$ cat src/rtl/sum_tx_sequencer.sv
// Frames the 5-bit adder result as two ASCII decimal digits (optionally followed by CR LF)
// and hands the bytes to uart_tx one at a time, started by a send button or an auto-send timer.
module sum_tx_sequencer #(
    parameter int APPEND_CRLF = 1,
    parameter int AUTO_PERIOD = 50000000,
    parameter int ACK_TIMEOUT = 1024
) (
    input  logic       clk,
    input  logic       reset_n,
    input  logic       send_n,
    input  logic       auto_en,
    input  logic [4:0] sum_in,
    input  logic       uart_tx_busy,
    output logic       uart_tx_en,
    output logic [7:0] uart_tx_data,
    output logic       seq_busy,
    output logic       frame_done,
    output logic       tx_error
);
    localparam int AUTO_W = (AUTO_PERIOD > 2) ? $clog2(AUTO_PERIOD) : 1;
    localparam int ACK_W  = $clog2(ACK_TIMEOUT) + 1;
    localparam logic [AUTO_W-1:0] AUTO_LAST = AUTO_W'(AUTO_PERIOD - 1);
    // Error is registered, so the abort decision is taken one count early to land
    // the tx_error pulse exactly ACK_TIMEOUT cycles after the strobe.
    localparam logic [ACK_W-1:0]  ACK_LAST  = ACK_W'(ACK_TIMEOUT - 2);
    localparam logic [1:0]        LAST_IDX  = (APPEND_CRLF != 0) ? 2'd3 : 2'd1;

    typedef enum logic [2:0] {S_IDLE, S_LOAD, S_STROBE, S_ACK, S_DONE} state_t;

    state_t             state_q;
    logic               send_meta_q, send_sync_q, send_prev_q;
    logic [AUTO_W-1:0]  auto_cnt_q, auto_cnt_d;
    logic               auto_tick, send_fall, request;
    logic [ACK_W-1:0]   ack_cnt_q;
    logic [1:0]         idx_q;
    logic [4:0]         sum_q;
    logic               pending_q;
    logic [7:0]         data_q;
    logic               seq_busy_q, frame_done_q, tx_error_q;
    logic [1:0]         tens;
    logic [4:0]         ones;
    logic [7:0]         byte_sel;

    always_ff @(posedge clk or negedge reset_n) begin
        if (!reset_n) begin
            send_meta_q <= 1'b1;
            send_sync_q <= 1'b1;
            send_prev_q <= 1'b1;
            auto_cnt_q  <= '0;
        end else begin
            send_meta_q <= send_n;
            send_sync_q <= send_meta_q;
            send_prev_q <= send_sync_q;
            auto_cnt_q  <= auto_cnt_d;
        end
    end

    always_comb begin
        auto_tick  = 1'b0;
        auto_cnt_d = auto_cnt_q + AUTO_W'(1);
        if (!auto_en) begin
            auto_cnt_d = '0;
        end else if (auto_cnt_q == AUTO_LAST) begin
            auto_cnt_d = '0;
            auto_tick  = 1'b1;
        end
    end

    assign send_fall = send_prev_q & ~send_sync_q;
    assign request   = send_fall | auto_tick;

    always_comb begin
        if (sum_q >= 5'd30)      tens = 2'd3;
        else if (sum_q >= 5'd20) tens = 2'd2;
        else if (sum_q >= 5'd10) tens = 2'd1;
        else                     tens = 2'd0;
        ones = sum_q - 5'(tens) * 5'd10;
        case (idx_q)
            2'd0:    byte_sel = 8'h30 + {6'b0, tens};
            2'd1:    byte_sel = 8'h30 + {3'b0, ones};
            2'd2:    byte_sel = 8'h0D;
            default: byte_sel = 8'h0A;
        endcase
    end

    always_ff @(posedge clk or negedge reset_n) begin
        if (!reset_n) begin
            state_q      <= S_IDLE;
            ack_cnt_q    <= '0;
            idx_q        <= '0;
            sum_q        <= '0;
            pending_q    <= 1'b0;
            data_q       <= '0;
            seq_busy_q   <= 1'b0;
            frame_done_q <= 1'b0;
            tx_error_q   <= 1'b0;
        end else begin
            frame_done_q <= 1'b0;
            tx_error_q   <= 1'b0;
            if (request && state_q != S_IDLE)
                pending_q <= 1'b1;
            case (state_q)
                S_IDLE: begin
                    if (request || pending_q) begin
                        sum_q      <= sum_in;
                        idx_q      <= '0;
                        pending_q  <= 1'b0;
                        seq_busy_q <= 1'b1;
                        state_q    <= S_LOAD;
                    end
                end
                S_LOAD: begin
                    data_q  <= byte_sel;
                    state_q <= S_STROBE;
                end
                S_STROBE: begin
                    if (!uart_tx_busy) begin
                        ack_cnt_q <= '0;
                        state_q   <= S_ACK;
                    end
                end
                S_ACK: begin
                    if (uart_tx_busy) begin
                        state_q <= S_DONE;
                    end else if (ack_cnt_q == ACK_LAST) begin
                        tx_error_q <= 1'b1;
                        pending_q  <= 1'b0;
                        seq_busy_q <= 1'b0;
                        state_q    <= S_IDLE;
                    end else begin
                        ack_cnt_q <= ack_cnt_q + ACK_W'(1);
                    end
                end
                S_DONE: begin
                    if (!uart_tx_busy) begin
                        if (idx_q == LAST_IDX) begin
                            frame_done_q <= 1'b1;
                            seq_busy_q   <= 1'b0;
                            state_q      <= S_IDLE;
                        end else begin
                            idx_q   <= idx_q + 2'd1;
                            state_q <= S_LOAD;
                        end
                    end
                end
                default: state_q <= S_IDLE;
            endcase
        end
    end

    // The strobe must coincide with the STROBE cycle that sees busy low, so it is decoded, not registered.
    assign uart_tx_en   = (state_q == S_STROBE) && !uart_tx_busy;
    assign uart_tx_data = data_q;
    assign seq_busy     = seq_busy_q;
    assign frame_done   = frame_done_q;
    assign tx_error     = tx_error_q;
endmodule

$ cat config.mk
export PLATFORM = sky130hd
export DESIGN_NAME = sum_tx_sequencer
export DESIGN_NICKNAME = d
export VERILOG_FILES = /design/src/rtl/sum_tx_sequencer.sv
export SDC_FILE = /design/constraint.sdc
export NUM_CORES = 1
export LEC_CHECK = 0
export CORE_MARGIN = 4
export CORE_UTILIZATION = 44
export CTS_BUF_LIST = sky130_fd_sc_hd__clkbuf_2
export CTS_CLUSTER_DIAMETER = 120
export DETAILED_ROUTE_END_ITERATION = 10
export PLACE_DENSITY_LB_ADDON = 0.15
export REMOVE_ABC_BUFFERS = 1
export SETUP_SLACK_MARGIN = 0.1
export SLEW_MARGIN = 10
export SYNTH_ARGS = -nofsm -noshare
export SYNTH_HDL_FRONTEND = slang
export SYNTH_SLANG_ARGS = --single-unit
export TNS_END_PERCENT = 100
$ cat constraint.sdc
create_clock -name clk -period 4.2 [get_ports clk]
set_input_delay 1.26 -clock clk [delete_from_list [all_inputs] [get_ports clk]]
set_output_delay 1.26 -clock clk [all_outputs]
set_load 0.02 [all_outputs]
Word level (Yosys, flattened, before mapping)
Index checks and enable logic that the tools add are counted.
{"block": "totals", "reg_bits": 62, "in_bits": 10, "output_inout_bits": 12, "elab_cells": 99}
{"block": "op_classes", "n_addsub": 6, "mul": 1, "magnitude_cmp": 3, "eq_ne": 18, "muxes": 40, "n_bitwise": 3, "n_reduce_logical": 15}
{"cell": "26-bit two-way mux", "count": 2}
{"cell": "11-bit two-way mux", "count": 3}
{"cell": "26-bit by 1-bit adder with 26-bit output (second input constant)", "count": 1}
{"cell": "26-bit == test (second input constant)", "count": 1}
{"cell": "11-bit one-hot mux with 2 select lines", "count": 1}
{"cell": "7-bit one-hot mux with 3 select lines", "count": 1}
{"cell": "1-bit two-way mux", "count": 19}
{"cell": "2-bit inequality test (second input constant)", "count": 8}
{"cell": "3-bit two-way mux", "count": 5}
{"cell": "3-bit one-hot mux with 5 select lines", "count": 1}
{"cell": "4-bit AND reduction", "count": 3}
{"cell": "11-bit by 1-bit adder with 11-bit output (second input constant)", "count": 1}
{"cell": "11-bit by 10-bit == test with 1-bit output (second input constant)", "count": 1}
{"cell": "5-bit greater-or-equal comparator (second input constant)", "count": 2}
{"cell": "2-bit two-way mux", "count": 5}
{"cell": "6-bit by 2-bit adder with 7-bit output (first input constant)", "count": 1}
{"cell": "6-bit by 5-bit adder with 7-bit output (first input constant)", "count": 1}
{"cell": "3-bit by 2-bit == test with 1-bit output (second input constant)", "count": 2}
{"cell": "6-bit AND reduction", "count": 1}
{"cell": "3-bit nonzero test", "count": 2}
{"cell": "5-bit by 4-bit greater-or-equal comparator with 1-bit output (second input constant)", "count": 1}
{"cell": "5-bit subtractor", "count": 1}
{"cell": "2-bit == test (second input constant)", "count": 2}
{"cell": "2-bit by 3-bit multiplier with 4-bit output (second input constant)", "count": 1}
{"cell": "other kinds (18)", "count": 20}

Logic depth before layout (Yosys ltp)
{"block": "logic_depth", "word_depth": 9, "depth_mapped": 10, "ltp_nobuf": 9}

Worst setup path before layout
No wires, ideal clock.
{"block": "synth_path", "path_type": "input to output", "startpoint": "in uart_tx_busy", "endpoint": "out uart_tx_en", "t_arrival_ns": 2.286, "required_time_ns": 2.940, "path_slack_ns": 0.654, "stages": 3, "n_path_buf": 1, "cell_sequence": "clkbuf_1 > or4b_2 > clkinv_1"}
{"block": "synth_between", "elab_chain_len": 2}
{"item": "start: declaration", "line": "13", "source": "input logic uart_tx_busy,"}
{"item": "1-bit logical NOT", "line": "152", "source": "assign uart_tx_en = (state_q == S_STROBE) && !uart_tx_busy;"}
{"item": "1-bit logical AND", "line": "152"}
{"item": "end: declaration", "line": "14", "source": "output logic uart_tx_en,"}
Every way passes these cells.

Worst setup path in the final report
Ends and elaborated chain as after synthesis.

==> results.txt <==
outcome: complete, no violations
Worst Slack Setup Final: 0.1748 ns
Die Y: 94.68 µm
Max IR drop VDD: 157.2 µV
Worst R2R Path Depth: 9
Netlist cell types: 54
drt first pass iters: 4
Final setup viols: 0
die width: 94.68 µm
Clock transition at path regs: 0.16 ns
CTS Buffer Depth: 2
Hold Path End: send_sync_q$_DFF_PN1_
Skew-Pair Late Insertion Delay: 0.52 ns
starting density of the core: 45.33%
fin crit share: 95.84%
Hold WS: 0.3722 ns
Reg-to-Reg Start: sum_q[4]$_DFFE_PN0P_
die footprint: 8963 µm²
area grow syn2layout: 11.51%
layout cells sized above 1: 10.53%
Post-synth top flop: dfrtp_1
Setup Buffers After CTS: 0
crit start category: primary input
post-synthesis sequential area ratio: 45.53%
Detailed Route WL: 6.752 mm
vias per std cell: 5.626
htree depth: 3
Final Power: 1.886 mW
hold_sp: send_meta_q$_DFF_PN1_
initial antenna violation count: 0
Hold Path Stages: 0
first-pass GRT wire length: 11.38 mm
DRC: 0
Hold Path Class: register to register
number of max-cap violations: 0
fin area: 3686 µm²
number of CTS-inserted buffers: 9
Crit. End Element: primary output
Leak: 1.448 nW
Yosys reg bits: 60
largest net degree at the start of global routing: 36
port bufs: 20
drt wl/cell: 14.10 µm
clk sink count: 60
gpl congestion: 0.7742
GRT Util Overall: 16.03%
CTS root buf: clkbuf_2
# fillers: 721
vias in the first global route: 2456
post-synthesis cell count: 357
dpl cell area: 3580 µm²
asr flop ratio synth: 100.0%
total number of vias: 2695
yosys warns: 0
Max Slew Vio Count: 0
Max Fclk: 248.4 MHz
R2R Setup Slk: 1.88 ns
Ports: 22
Routed Antenna Nets: 0
EDFF count, synth: 0
Worst Skew: 0.02103 ns
Final Util: 50.55%
post-DP HPWL: 4.588 mm
CP arrival: 2.77 ns
diode count: 0
Syn Area/Cell: 9.260 µm²
Slew HR: 39.80%
total grt overflow: 0
RSZ-0062 raised after global routing: no
CTS tree: yes
Post-Syn Area: 3306 µm²
Cell Pwr Density: 511.6 nW/µm²
Post-Place Setup Slack: -0.1089 ns
drt initial violations: 105
core region area: 7292 µm²
site row count: 31
worst-path fanout max: 2
nets@finish: 395
Setup CP Type: primary input to primary output
r2r endpoint: uart_tx_data[3]$_DFFE_PN0P_
min Tclk post-route: 4.025 ns
Worst EP required: 2.94 ns
hold violation total from the final report: 0
Worst-Margin Slew: 0.8948 ns
## state kept, by name (all words and copies together) (netlist names)
register      flops
uart_tx_data      6
send_meta_q       1
sum_q             5
tx_error          1
ack_cnt_q        11
state_q           3
idx_q             2
send_prev_q       1
send_sync_q       1
frame_done        1
auto_cnt_q       26
pending_q         1
seq_busy          1
## stage by stage
step                setup TNS, ns  std cells
CTS                             0        479
global route                    0        479
global placement          -0.1065        463
floorplan                       0        337
detailed placement        -0.1089        463
finish                          0        479
## placed cells by master, fill, tap and decap left out, types with 3 or more instances in the layout
master,instances
dfrtp_1,57
nor4_1,5
or3_2,3
nor3b_1,4
o31ai_1,11
xor2_1,5
o21ai_0,29
or4_1,11
inv_1,13
and4_1,5
nand2_1,31
xnor2_1,9
nor2b_1,5
dfstp_2,3
and2_1,4
or3_1,7
clkinv_2,3
nand3_1,18
nor3_1,6
buf_4,7
nand4_1,10
o22ai_1,5
clkdlybuf4s50_1,18
a21oi_1,27
o21a_1,3
clkbuf_2,11
ha_1,10
nor2_1,20
o21bai_1,3
## worst max-delay path, cell delays in order
cell and delay, ns:
clkdlybuf4s50_1 0.42, or4b_2 0.67, clkinv_1 0.08, dlygate4sd2_1 0.33
## per-layer routing
metal / global-route usage, % / vias up / wire length (µm)
met4: 6.130 / 0 / 99
met3: 4.143 / 9 / 241
met1: 22.16 / 1286 / 3376
met2: 24.08 / 42 / 3034
met5: 0 / - / 0
li1: - / 1358 / -
## power by group
group | total [mW] | internal (mW) | switching [mW]
registers | 0.806 | 0.676 | 0.130
logic | 0.713 | 0.337 | 0.376
clock network | 0.366 | 0.139 | 0.227
total | 1.89 | 1.15 | 0.733
## kinds of logic after synthesis
group	Yosys count	synth area share, %
and+or+nand+nor	147	25.78
other	1	0.1134
DFF	60	45.53
buffers and inverters	34	4.693
xor gates and xnor gates	14	3.709
AOI/OAI and AO/OA	91	16.39
adders and majority gates	10	3.785
## cell usage after synthesis (all sizes together) (4+ instances only)
cell type | count | share of area [%]
nor2b | 5 | 0.95
o31ai | 12 | 2.7
nor3 | 6 | 0.91
clkbuf | 11 | 1.2
inv | 13 | 1.5
xor2 | 5 | 1.3
xnor2 | 9 | 2.4
and2 | 4 | 0.76
o22ai | 5 | 0.95
nand3 | 18 | 2.7
a21oi | 27 | 4.1
or3 | 10 | 2.0
o21ai | 30 | 4.5
nor2 | 20 | 2.3
and4 | 6 | 1.6
or4 | 13 | 3.2
nor3b | 4 | 0.91
nor4 | 5 | 0.95
nand4 | 12 | 2.6
ha | 10 | 3.8
dfrtp | 57 | 43
buf | 9 | 1.9
nand2 | 31 | 3.5
## what timing repair did
| action | 4_1_cts | 5_1_grt |
|---|---|---|
| gates resized for setup | 1 | 0 |
| endpoints found under the setup margin | 1 | 0 |
| hold buffers | 0 | 0 |
## how the worst max path moves through the flow
stage,from,to,slack [ns]
detailed placement,uart_tx_busy,uart_tx_en,-0.11
global placement,uart_tx_busy,uart_tx_en,-0.11
finish,uart_tx_busy,uart_tx_en,0.17
CTS,uart_tx_busy,uart_tx_en,0.15
floorplan,uart_tx_busy,uart_tx_en,0.81
global route,uart_tx_busy,uart_tx_en,0.13
## area by class of cell
type / count / area, µm² / share of cell area [%]
Clock buffer: 11 / 55.05 / 1.494
Clock inverter: 5 / 52.55 / 1.426
Inverter: 14 / 52.55 / 1.426
Multi-Input combinational cell: 263 / 1650 / 44.77
Sequential cell: 60 / 1505 / 40.83
Tap cell: 99 / 123.9 / 3.360
Timing Repair Buffer: 27 / 246.5 / 6.687
No activity file was read; power rests on OpenSTA's default activity.
